### src/rtl/mirfak_divider.sv
// Iterative 32-bit restoring divider for RV32M DIV/DIVU/REM/REMU.
// One quotient bit per cycle; the pipeline is held via div_stall_o until the result pulse.
module mirfak_divider (
    input  logic        clk_i,
    input  logic        rstn_i,
    input  logic        div_start_i,
    input  logic [1:0]  div_op_i,
    input  logic [31:0] div_dividend_i,
    input  logic [31:0] div_divisor_i,
    input  logic        div_kill_i,
    output logic [31:0] div_result_o,
    output logic        div_ready_o,
    output logic        div_stall_o,
    output logic [1:0]  div_state_o
);

    typedef enum logic [1:0] {
        IDLE = 2'd0,
        BUSY = 2'd1,
        DONE = 2'd2
    } state_e;

    state_e      state_q, state_d;
    logic [4:0]  cnt_q, cnt_d;
    logic [1:0]  op_q, op_d;
    logic        sign_a_q, sign_a_d;
    logic        sign_b_q, sign_b_d;
    logic [31:0] rem_q, rem_d;
    logic [31:0] quo_q, quo_d;
    logic [31:0] dvs_q, dvs_d;
    logic [31:0] result_q, result_d;

    // Operand decode for the IDLE-cycle launch
    logic        in_signed;
    logic        in_sign_a;
    logic        in_sign_b;
    logic [31:0] in_mag_a;
    logic [31:0] in_mag_b;
    logic        in_div_zero;
    logic        in_overflow;

    // One restoring step on the current {remainder, quotient} pair
    logic [32:0] r_shift;
    logic [32:0] trial;
    logic [31:0] step_rem;
    logic [31:0] step_quo;
    logic [31:0] quo_fix;
    logic [31:0] rem_fix;

    always_comb begin
        in_signed   = ~div_op_i[0];
        in_sign_a   = in_signed & div_dividend_i[31];
        in_sign_b   = in_signed & div_divisor_i[31];
        in_mag_a    = in_sign_a ? (32'd0 - div_dividend_i) : div_dividend_i;
        in_mag_b    = in_sign_b ? (32'd0 - div_divisor_i) : div_divisor_i;
        in_div_zero = (div_divisor_i == 32'd0);
        in_overflow = in_signed && (div_dividend_i == 32'h8000_0000)
                      && (div_divisor_i == 32'hFFFF_FFFF);
    end

    // The remainder is always below the divisor, so the trial result fits in 32 bits.
    always_comb begin
        r_shift  = {rem_q, quo_q[31]};
        trial    = r_shift - {1'b0, dvs_q};
        step_rem = trial[32] ? r_shift[31:0] : trial[31:0];
        step_quo = {quo_q[30:0], ~trial[32]};
        quo_fix  = (~op_q[0] & (sign_a_q ^ sign_b_q)) ? (32'd0 - step_quo) : step_quo;
        rem_fix  = (~op_q[0] & sign_a_q) ? (32'd0 - step_rem) : step_rem;
    end

    always_comb begin
        state_d  = state_q;
        cnt_d    = cnt_q;
        op_d     = op_q;
        sign_a_d = sign_a_q;
        sign_b_d = sign_b_q;
        rem_d    = rem_q;
        quo_d    = quo_q;
        dvs_d    = dvs_q;
        result_d = result_q;

        case (state_q)
            IDLE: begin
                if (div_start_i) begin
                    op_d     = div_op_i;
                    sign_a_d = in_sign_a;
                    sign_b_d = in_sign_b;
                    rem_d    = 32'd0;
                    quo_d    = in_mag_a;
                    dvs_d    = in_mag_b;
                    cnt_d    = 5'd31;
                    if (in_div_zero) begin
                        result_d = div_op_i[1] ? div_dividend_i : 32'hFFFF_FFFF;
                        state_d  = DONE;
                    end else if (in_overflow) begin
                        result_d = div_op_i[1] ? 32'd0 : 32'h8000_0000;
                        state_d  = DONE;
                    end else begin
                        state_d  = BUSY;
                    end
                end
            end
            BUSY: begin
                rem_d = step_rem;
                quo_d = step_quo;
                if (cnt_q == 5'd0) begin
                    result_d = op_q[1] ? rem_fix : quo_fix;
                    state_d  = DONE;
                end else begin
                    cnt_d = cnt_q - 5'd1;
                end
            end
            DONE: begin
                state_d = IDLE;
            end
            default: begin
                state_d = IDLE;
            end
        endcase

        // A flush wins over everything: abandon the work and keep the old result.
        if (div_kill_i) begin
            state_d  = IDLE;
            result_d = result_q;
        end
    end

    always_ff @(posedge clk_i or negedge rstn_i) begin
        if (!rstn_i) begin
            state_q  <= IDLE;
            cnt_q    <= 5'd0;
            op_q     <= 2'd0;
            sign_a_q <= 1'b0;
            sign_b_q <= 1'b0;
            rem_q    <= 32'd0;
            quo_q    <= 32'd0;
            dvs_q    <= 32'd0;
            result_q <= 32'd0;
        end else begin
            state_q  <= state_d;
            cnt_q    <= cnt_d;
            op_q     <= op_d;
            sign_a_q <= sign_a_d;
            sign_b_q <= sign_b_d;
            rem_q    <= rem_d;
            quo_q    <= quo_d;
            dvs_q    <= dvs_d;
            result_q <= result_d;
        end
    end

    // Handshake: div_start_i is held by EX; div_stall_o holds the pipeline while the
    // op is accepted or iterating; div_ready_o marks the single cycle in which
    // div_result_o is valid and the pipeline advances. div_kill_i suppresses both.
    assign div_ready_o  = (state_q == DONE) & ~div_kill_i;
    assign div_stall_o  = ~div_kill_i & (((state_q == IDLE) & div_start_i) | (state_q == BUSY));
    assign div_result_o = result_q;
    assign div_state_o  = state_q;

endmodule
### config.mk
export PLATFORM = sky130hd
export DESIGN_NAME = mirfak_divider
export DESIGN_NICKNAME = d
export VERILOG_FILES = /design/src/rtl/mirfak_divider.sv
export SDC_FILE = /design/constraint.sdc
export NUM_CORES = 1
export LEC_CHECK = 0
export ABC_CLOCK_PERIOD_IN_PS = 12700
export BUFFER_PORTS_ARGS = -buffer_cell sky130_fd_sc_hd__buf_4
export CAP_MARGIN = 20
export CELL_PAD_IN_SITES_DETAIL_PLACEMENT = 1
export CELL_PAD_IN_SITES_GLOBAL_PLACEMENT = 2
export CORE_MARGIN = 4
export CORE_UTILIZATION = 39
export DETAILED_ROUTE_END_ITERATION = 8
export GPL_ROUTABILITY_DRIVEN = 0
export GPL_TIMING_DRIVEN = 0
export PLACE_DENSITY = 0.93
export SYNTH_ARGS = -nofsm -noshare
export SYNTH_HDL_FRONTEND = slang
export SYNTH_SLANG_ARGS = --single-unit
### constraint.sdc
create_clock -name clk_i -period 12.7 [get_ports clk_i]
set_input_delay 1.27 -clock clk_i [delete_from_list [all_inputs] [get_ports clk_i]]
set_output_delay 1.27 -clock clk_i [all_outputs]
set_load 0.02 [all_outputs]
== After elaboration in Yosys (flattened, before gate mapping) ==
Index checks and enable logic that the tools add are counted.

* Flip-flop bits (word level): 139
* Input port bits: 70
* Output and inout bits: 36
* Word-level logic and storage cells: 75

* $add $sub $neg: 6
* Equality and inequality tests: 10
* Multiplexer cells: 26
* Bitwise logic cells: 13
* Reductions and logical operators: 11

{| class="wikitable"
|+ Operators with widths
! cell !! number
|-
| $mux 32 || 14
|-
| $pmux 32 s2 || 3
|-
| $sub 1x32->32 const A || 4
|-
| $eq 32x32->1 const B || 2
|-
| $sub 33x32->33 || 1
|-
| $logic_not 32->1 || 1
|-
| $mux 2 || 5
|-
| $mux 5 || 2
|-
| $pmux 5 s2 || 1
|-
| $ne 3x3->1 const B || 3
|-
| $and 1x1->1 || 7
|-
| $ne 2x2->1 const B || 3
|-
| $reduce_and 2->1 || 3
|-
| $logic_not 5->1 || 1
|-
| $reduce_and 5->1 || 1
|-
| $sub 5x1->5 const B || 1
|-
| $not 1->1 || 4
|-
| $pmux 2 s2 || 1
|-
| $reduce_and 3->1 || 1
|-
| $eq 2x1->1 const B || 1
|-
| $eq 2x2->1 const B || 1
|-
| $logic_and 1x1->1 || 2
|-
| $logic_not 2->1 || 1
|-
| $reduce_bool 2->1 || 1
|-
| other kinds (2) || 2
|}

== Depth between registers and ports, before layout ==
Gate-level depths: netlist of the first run.

* Depth in word-level cells: 8
* Mapped depth: 26

== Worst setup path before layout of the first run ==
Ideal clock, no wire load.

* Path kind: register -> register
* Start: register quo_q[31]
* End: register result_q[22] (netlist: div_result_o[22])
* Data arrival time: 5263 ps
* Required time: 12562 ps
* Slack: 7299 ps
* Cell stages (with the launch flop): 27
* Buffers on the path: 3
* Path through: dfrtp_1 -> inv_1 -> ha_1 -> inv_1 -> fa_1 -> a211oi_1 -> o211ai_1 -> nand4_1 -> a31oi_1 -> nor3_2 -> buf_4 -> nor2_2 -> inv_2 -> buf_2 -> buf_1 -> nor2_1 -> a21oi_1 -> ha_1 -> nand2_1 -> a211oi_1 -> o2111a_1 -> nor4b_1 -> a21oi_1 -> or4b_4 -> or3_1 -> nand3_1 -> o211ai_1

* Word-level cells in the longest chain between the ends: 7

{| class="wikitable"
|+ Ends and longest elaborated chain
! item !! line !! source
|-
| from (decl) || 29 || <nowiki>logic [31:0] quo_q, quo_d;</nowiki>
|-
| from (signal assigned) || 146 || <nowiki>quo_q <= quo_d;</nowiki>
|-
| $sub 33x32->33 || 64 || <nowiki>trial = r_shift - {1'b0, dvs_q};</nowiki>
|-
| $mux 32 / $not 1->1 (equally long branches) || 65, 66 ||
|-
| $sub 1x32->32 (on tied branches) || 68, 67 ||
|-
| $mux 32 (on tied branches) || 68, 67 ||
|-
| $mux 32 (*) || 107 || <nowiki>result_d = op_q[1] ? rem_fix : quo_fix;</nowiki>
|-
| $mux 32 (*) || 106 || <nowiki>if (cnt_q == 5'd0) begin</nowiki>
|-
| $pmux 32 s2 (*) || 82 || <nowiki>case (state_q)</nowiki>
|-
| to (signal assigned) || 148 || <nowiki>result_q <= result_d;</nowiki>
|-
| to (decl) || 31 || <nowiki>logic [31:0] result_q, result_d;</nowiki>
|}

Every way passes the cells marked *; elsewhere a longest branch is shown, timed or not. The select of a mux whose other input is x is not followed.
A chain may end at the register's enable or synchronous reset.

== Worst setup path after layout of the first run ==
* Start: register quo_q[31]
* End: register result_q[30] (netlist: div_result_o[30])

Same word-level chain as after synthesis.

==> run summary, run 1 <==
The cell internal power dissipation came out at 1.74 mW. Setup repair after global routing left no endpoint under its margin. The largest clock skew in the final design is 0.0141 ns.

The tightest slew margin relative to the limit came out at 29.2%. The final non-filler cell total came out at 2024. Buffers placed on the I/O ports in this run total 104. The number of hold buffers added after cts came out at 0. The largest net degree at the start of global routing came out at 89. For this run, the total global-route usage over all layers was measured as 28.4%.

Counting tap cells, the placed design contains a total of 1992 instances. The largest single stage delay on the critical path is 0.61 ns. The shortest period the worst path allows came out at 7.66 ns.

The proportion of register bits with asynchronous set or reset after synthesis came out at 100%. The post-synth net total came out at 1606. The power per standard cell area came out at 271 nW/um2.

The switching power came out at 2.00 mW. The worst setup slack before clock tree synthesis is 5.29 ns. The area added between synthesis and finish came out at 16.0%. CTS placed an instance of clkbuf_16 at the clock tree root. In this run the standard cell core region covers 29900 um2.

The cell type group with the largest total delay on the critical path is compound AO/OA/AOI/OAI gates. The count of distinct cell types in the synthesized netlist is 93. The overall die height came out at 183 um. The summed negative setup slack over all endpoints came out at 0 ns. The number of global-route vias before repair is 12791.

The worst setup path is captured at a flop. The clock transition at the registers of the reported paths came out at 0.07 ns. The largest fanout of any net on the critical path came out at 10. The detailed router's first-iteration violation count is 1200. The count of cells resized by post-cts repair is 0. The initial antenna violation count is 1.

TritonCTS built the clock tree. Clock tree synthesis inserted a total of 17 buffers. Of the total power, registers draw 21.0%.

The mean cell area of the mapped netlist came out at 7.94 um2. The worst setup path is launched from a flop. The total standard cell area after synthesis came out at 11900 um2. The per-cell via count in the routed design is 6.23. The combinational cell fraction of total power is 65.2%. The cell row count is 63. The fraction of power spent switching nets came out at 53.5%. The clock power share is 13.8%. The number of synthesized flops with an enable pin is 0.

The required time of the critical path came out at 13.06 ns. The area of the die is 33300 um2. The number of antenna diodes in the final layout is 0.

The slack of the critical path is 5.04 ns. The leakage dissipation came out at 5.58 nW. The average detailed-routed wire length per instance came out at 23.7 um.

The flow ran to the end, and the final reports show no timing, DRC or antenna violations. The number of setup buffers added after CTS came out at 0. In this run the deepest clock path goes through 2 buffers. The max-slew violation count came out at 0.

The data arrival time of the critical path came out at 8.01 ns. Max-cap violations in this run came to 0. The total cell area at the placement stage is 13200 um2. The die extent in x is 183 um. The design draws 3.74 mW. The hold violation count in the final report came out at 0. The worst setup path category is flop to flop. The total length of routed wires is 48.1 mm. The net total in the final layout came out at 1731. The total number of H-tree levels came out at 4. The slowest stage of the critical path belongs to the cell dfrtp_1.

The number of sinks driven by the clock tree came out at 139. The fraction of layout instances using a drive strength above 1 came out at 13.0%. The clock latency on the worst-skew pair is 0.45 ns.

Counting flops and latches in the post-synthesis netlist gives 139. The total of endpoints with negative setup slack in the final report is 0. The vias after detailed routing is 12614. The wire length of the first global-routing pass came out at 74.5 mm.

VDD sags by at most 124 uV. The share of synthesized area occupied by flip-flops and latches is 29.3%. The sum of net half-perimeters after detailed placement is 37.3 mm. For this run, the leading register cell type out of synthesis is dfrtp_1. The post-route cell area is 13800 um2. The highest achievable clock rate came out at 131 MHz. The post-synthesis cell count came out at 1496.

The first detailed-routing pass ran for 5 iterations. The yosys synthesis warning count came out at 0. The initial cell density of the core is 39.8%. In this run the remaining antenna-violating nets after routing total 0.

The part of the cycle the worst path needs is 60.3%. The number of I/O pins came out at 106. For the pin with the worst max-slew slack, the measured transition is 1.05 ns. Counting both buffers and inverters, the worst setup path holds a total of 6. The number of DRC violations after detailed routing came out at 0. After global routing the overflow that remains totals 0. The path class of the tightest hold or removal check is flop to flop.
worst register-to-register path, delay by kind of cell, from the launching register on:
| kind | cells | cell delay (ns) |
|---|---|---|
| buf+inv | 6 | 1.49 |
| compound gates | 10 | 2.84 |
| flops | 1 | 0.61 |
| fa+ha+maj | 3 | 0.80 |
| simple gates | 7 | 1.85 |
through the flow:
stage                     hold slack (ns)  utilization (%)
after floorplan                     0.450                -
after global placement              0.463             44.0
after global routing                0.506             46.1
after detailed placement            0.472             44.2
after CTS                           0.486             46.1
final                               0.481             46.1
state kept, by name, indices dropped and copies added, names as in the netlist:
name          count
op_q              2
rem_q            32
quo_q            32
cnt_q             5
dvs_q            32
sign_b_q          1
sign_a_q          1
div_result_o     32
div_state_o       2
power by group through the flow:
| stage | Sequential [mW] | Combinational, mW | Clock, mW |
|---|---|---|---|
| 2_1_floorplan | 0.766 | 1.62 | 0 |
| 3_3_place_gp | 0.782 | 2.31 | 0 |
| 3_5_place_dp | 0.787 | 2.38 | 0 |
| 4_1_cts | 0.781 | 2.39 | 0.520 |
| 5_1_grt | 0.804 | 2.64 | 0.539 |
| 6_report | 0.787 | 2.44 | 0.516 |
Yosys cell counts, drive strengths merged, types with 9 or more instances:
cell	n	area, um2
o21ai	195	980
nand2	149	559
dfrtp	139	3480
nor2	107	404
a21oi	103	523
xnor2	70	613
xor2	70	613
clkbuf	62	263
inv	56	218
ha	39	488
nor3	35	190
a22oi	33	248
buf	30	160
o31ai	29	233
nand3	28	140
mux2i	27	270
or3	27	183
nor4	25	163
a31oi	22	153
nand4	22	138
o211ai	20	169
a211oi	18	153
nand2b	18	113
o41ai	15	139
a21o	14	105
and2	11	68.8
o21a	10	75.1
or4	10	78.8
nor2b	9	56.3
layout make-up:
type / count / area (um2)
fill: 3693 / 16100
multi-input combinational: 1208 / 7760
sequential: 139 / 3480
timing repair buffer: 106 / 820
tap: 390 / 488
clock buffer: 19 / 453
buffer: 93 / 434
inverter: 56 / 218
clock inverter: 13 / 130
path summary, 6_finish.rpt:
kind | startpoint | to | slack (ns) | cells past startpoint
worst min register to register | dvs_q[3]$_DFFE_PN0P_ | dvs_q[3]$_DFFE_PN0P_ | 0.48 | 2
min in group asynchronous | rstn_i | dvs_q[17]$_DFFE_PN0P_ | 0.78 | 1
worst max-delay path | quo_q[31]$_DFFE_PN0P_ | div_result_o[30]$_DFFE_PN0P_ | 5.04 | 26
max in group asynchronous | rstn_i | div_result_o[18]$_DFFE_PN0P_ | 11.01 | 2
worst min-delay path | dvs_q[3]$_DFFE_PN0P_ | dvs_q[3]$_DFFE_PN0P_ | 0.48 | 2
worst max register to register | quo_q[31]$_DFFE_PN0P_ | div_result_o[30]$_DFFE_PN0P_ | 5.04 | 26
routing by layer:
layer | track usage [%] | wire [um] | part of all wire (%)
met1 | 39.3 | 21300 | 44
met2 | 45.8 | 22300 | 46
met3 | 4.48 | 3180 | 6.6
met4 | 8.32 | 1310 | 2.7
met5 | 0 | 13 | 0.027
cell usage in the layout, fill, tap and decap left out, types with 5 or more instances in the layout:
| cell type | instances |
|---|---|
| or2_2 | 7 |
| a21oi_1 | 101 |
| o221ai_1 | 5 |
| and3_1 | 5 |
| nor4_1 | 23 |
| or3_1 | 22 |
| o21a_1 | 10 |
| o31ai_1 | 26 |
| mux2i_1 | 27 |
| nor3_1 | 32 |
| inv_1 | 54 |
| nand4_1 | 22 |
| xnor2_1 | 70 |
| clkbuf_16 | 17 |
| xor2_1 | 70 |
| nand3_1 | 28 |
| clkbuf_8 | 5 |
| a211o_1 | 5 |
| o21ai_0 | 192 |
| a22oi_1 | 33 |
| a211oi_1 | 16 |
| nor2b_1 | 9 |
| buf_2 | 20 |
| a21o_1 | 14 |
| and2_1 | 11 |
| o41ai_1 | 14 |
| dfrtp_1 | 139 |
| nand2_1 | 149 |
| a31oi_1 | 21 |
| buf_4 | 106 |
| o211ai_1 | 18 |
| or4_1 | 9 |
| o22ai_1 | 6 |
| buf_1 | 6 |
| ha_1 | 39 |
| clkbuf_1 | 59 |
| nor2_1 | 106 |
| a21boi_0 | 5 |
| nand2b_1 | 18 |
logic make-up (layout without fill, tap and decap cells):
| group | Yosys count | after routing | share of synthesized area, % |
|---|---|---|---|
| AOI/OAI and AO/OA | 519 | 519 | 27.9 |
| xor gates and xnor gates | 140 | 140 | 10.3 |
| adders and majority gates | 40 | 40 | 4.28 |
| buffers and inverters | 149 | 287 | 5.49 |
| DFF | 139 | 139 | 29.3 |
| muxes | 30 | 30 | 2.56 |
| and+or+nand+nor | 479 | 479 | 20.2 |
No activity file was read; power rests on OpenSTA's default activity.
==> inputs of run 2 (changes only) <==
Settings changed: ABC_AREA set to 1, ABC_CLOCK_PERIOD_IN_PS 12700 to 7250, CORE_UTILIZATION 39 to 33, PLACE_DENSITY 0.93 to 0.88.
Clock period 12.7 ns to 7.25 ns, I/O delays scaled along.
==> run 2 against run 1 <==
  * Die area increased by 22%
  * Highest routed layer is now met4
  * Combinational power increased by 110%
  * Worst setup slack got worse by 3.2 ns
  * Final cell count increased by 28%
  * Global-route usage decreased by 3.1 points
  * Critical endpoint unchanged
  * First-iteration DRC count decreased by 12%
  * Area after synthesis increased by 4.0%
==> run summary, run 2 <==
The flow ran to the end, and the final reports show no timing, DRC or antenna violations. Dividing the detail-routed wire length by the instance count gives 20.1 um. The number of filler instances in the final layout is 4935. The number of hold buffers added after cts came out at 0. The number of DRC violations after detailed routing is 0. The total number of H-tree levels is 4.

The initial cell density of the core came out at 33.6%. The fraction of layout instances using a drive strength above 1 is 9.75%. The floorplan step set the die width to 202 um. The total power of the final layout is 7.56 mW. The count of cells resized by post-cts repair is 0. In the final timing run, aggregate negative setup slack is 0 ns. After synthesis, the largest area contributor takes up 28.1% of total cell area.

The total global routing overflow came out at 0. The worst vdd rail ir drop came out at 208 uV. The worst setup path is captured at a flop. The number of sinks driven by the clock tree came out at 139.

Using the TritonRoute via totals, the vias-per-cell ratio works out to 5.30. The most instantiated flip-flop cell in the synthesis netlist is dfrtp_1. The power per standard cell area is 526 nW/um2. The sum of net half-perimeters after detailed placement came out at 43.2 mm. The proportion of register bits with asynchronous set or reset after synthesis came out at 100%. The highest metal layer carrying signal wires in the routed design is met4. TritonCTS built the clock tree. The clock transition at the registers of the reported paths is 0.07 ns. The number of buffers created by CTS came out at 17. The final layout contains routed wiring with a total length of 52.1 mm. Global routing used 25.2% of the available tracks across all layers. The part of the cycle the worst path needs came out at 74.6%. The clock latency on the worst-skew pair came out at 0.45 ns. The buffer cell driving the clock tree root is clkbuf_16. In the synthesized netlist, the number of instances is 1984. The shortest period the worst path allows is 5.41 ns. Data on the critical path arrives at its endpoint at 5.80 ns. When the netlist entered floorplanning its net count stood at 2094. The count of distinct cell types in the synthesized netlist is 51. The worst setup path is launched from a flop.

The max-slew violation count is 0. The count of input and output buffers came out at 104. The core footprint is 36800 um2. The area of the die came out at 40600 um2. The first-pass detailed-route iteration total is 5. The number of I/O pins came out at 106. nand2_1 is the most common cell in the netlist. The cell row count came out at 70. The overall die height is 202 um. The library cell used most frequently in the layout, excluding fill and tap cells, is nand2_1.

For this run, the slowest stage of the critical path takes 0.45 ns. The met2 layer wire length in the routed design is 24.1 mm. The yosys synthesis warning count came out at 0.

The total standard cell area after synthesis is 12400 um2. Sequential cells were found to cover 28.1% of the synthesized design area. The clock passes through at most 2 buffers. Based on the critical path, the design can be clocked at up to 185 MHz. The net total in the final layout came out at 2219. Summed over all cells, the static leakage comes to 7.24 nW. By instance count, the cell type seen most on the critical path is nand2_1. Counting flops with a built-in enable in the synthesized netlist gives 0. The number of setup buffers added after CTS is 0. In the synthesized netlist, the cells that appear most often are nand2_1 (575), inv_1 (283), o21ai_0 (182), nor2_1 (170), dfrtp_1 (139). The largest fanout of any net on the critical path came out at 10. The total of endpoints with negative setup slack in the final report is 0. In the layout the commonest cells are nand2_1 (575), inv_1 (283), o21ai_0 (182).

The area added between synthesis and finish came out at 16.2%. The count of state elements after synthesis is 139. The tightest slew margin relative to the limit is 36.3%. The number of global-route vias before repair came to 13947. The count of max-cap constraint violations came out at 0. For the worst setup path, the data required time is 7.64 ns. Ranked by total cell area, the synthesized netlist is headed by dfrtp_1 (28%), nand2_1 (17%), inv_1 (8.6%). The tightest hold path in the finished design has a slack of 0.240 ns. The number of diodes came out at 0. The met3 wirelength from detailed routing came out at 2.84 mm. The hold violation count in the final report came out at 0. The met1 wire length is 24.0 mm. The wire length of the first global-routing pass came out at 80.3 mm. The critical path is of the flop to flop type. The clock arrives with 0.0143 ns of skew. In this run the remaining antenna-violating nets after routing total 0. The transition time at the pin with the least slew margin came out at 0.948 ns. Among all stages on the critical path, the largest delay is contributed by nor3_1. The vias after detailed routing came out at 13728.

Of all cell types, the one taking the most synthesized area is dfrtp_1. The mean cell area of the mapped netlist came out at 6.23 um2. The first routing iteration left 1060 violations. Setup repair after global routing left no endpoint under its margin. The largest net degree at the start of global routing is 80. The path class of the tightest hold or removal check is input port to asynchronous set/reset pin. The initial antenna violation count came out at 0.
==> run 2: cell types whose count changed in the layout (fill, tap and decap cells not counted), sizes merged, moves of 55 or more <==
| cell | delta |
|---|---|
| inv | +234 |
| nand2 | +454 |
| nand3 | +100 |
| nor2 | +73 |
| xnor2 | -55 |
==> run 2: power breakdown <==
group / internal (mW) / total (mW) / switching (mW)
combinational: 1.58 / 5.17 / 3.60
sequential: 1.11 / 1.45 / 0.340
clock: 0.520 / 0.936 / 0.415
==> run 2: layout make-up <==
class / count / area (um2) / area share (%)
tap: 468 / 586 / 4.08
clock inverter: 15 / 175 / 1.22
multi-input combinational: 1491 / 7520 / 52.4
timing repair buffer: 106 / 817 / 5.69
buffer: 66 / 280 / 1.95
inverter: 288 / 1080 / 7.53
sequential: 139 / 3480 / 24.2
clock buffer: 17 / 425 / 2.96
==> run 2: metrics by stage <==
stage	cell area [um2]	setup slack (ns)	utilization, %	instances
after global routing	14400	1.37	39.0	2590
after detailed placement	13800	1.98	37.4	2558
final	14400	1.84	39.0	2590
after global placement	13700	2.14	37.3	2556
after CTS	14400	1.97	39.0	2590
after floorplan	12400	3.18	-	1984
==> run 2: metal layers <==
| metal | track usage (%) | up-vias |
|---|---|---|
| met5 | 0 | - |
| met4 | 6.57 | 0 |
| met3 | 3.69 | 61 |
| met2 | 41.5 | 344 |
| met1 | 34.9 | 6656 |
| li1 | - | 6667 |
==> run 2: worst paths after layout <==
check / start / endpoint / slack, ns / cells after the start
max: quo_q[31]$_DFFE_PN0P_ / div_result_o[30]$_DFFE_PN0P_ / 1.84 / 31
min: rstn_i / div_result_o[20]$_DFFE_PN0P_ / 0.24 / 1
max reg2reg: quo_q[31]$_DFFE_PN0P_ / div_result_o[30]$_DFFE_PN0P_ / 1.84 / 31
min reg2reg: div_result_o[20]$_DFFE_PN0P_ / div_result_o[20]$_DFFE_PN0P_ / 0.48 / 2
max in group asynchronous: rstn_i / dvs_q[10]$_DFFE_PN0P_ / 6.16 / 2
min in group clk_i: div_result_o[20]$_DFFE_PN0P_ / div_result_o[20]$_DFFE_PN0P_ / 0.48 / 2
==> run 2: logic make-up after synthesis <==
group                      share of synthesized area, %
and+or+nand+nor                                    35.1
AOI/OAI and AO/OA                                  17.0
buffers and inverters                              11.0
DFF                                                28.1
xor gates and xnor gates                           4.61
adders and majority gates                          4.11
==> run 2: critical path, delay by kind of cell, from the launching register on <==
| family | cells | cell delay [ns] |
|---|---|---|
| AO/OA/AOI/OAI | 3 | 0.52 |
| flip-flops | 1 | 0.39 |
| buffers and inverters | 4 | 0.52 |
| AND/OR/NAND/NOR | 21 | 3.11 |
| adder cells (fa/ha/maj) | 3 | 0.80 |
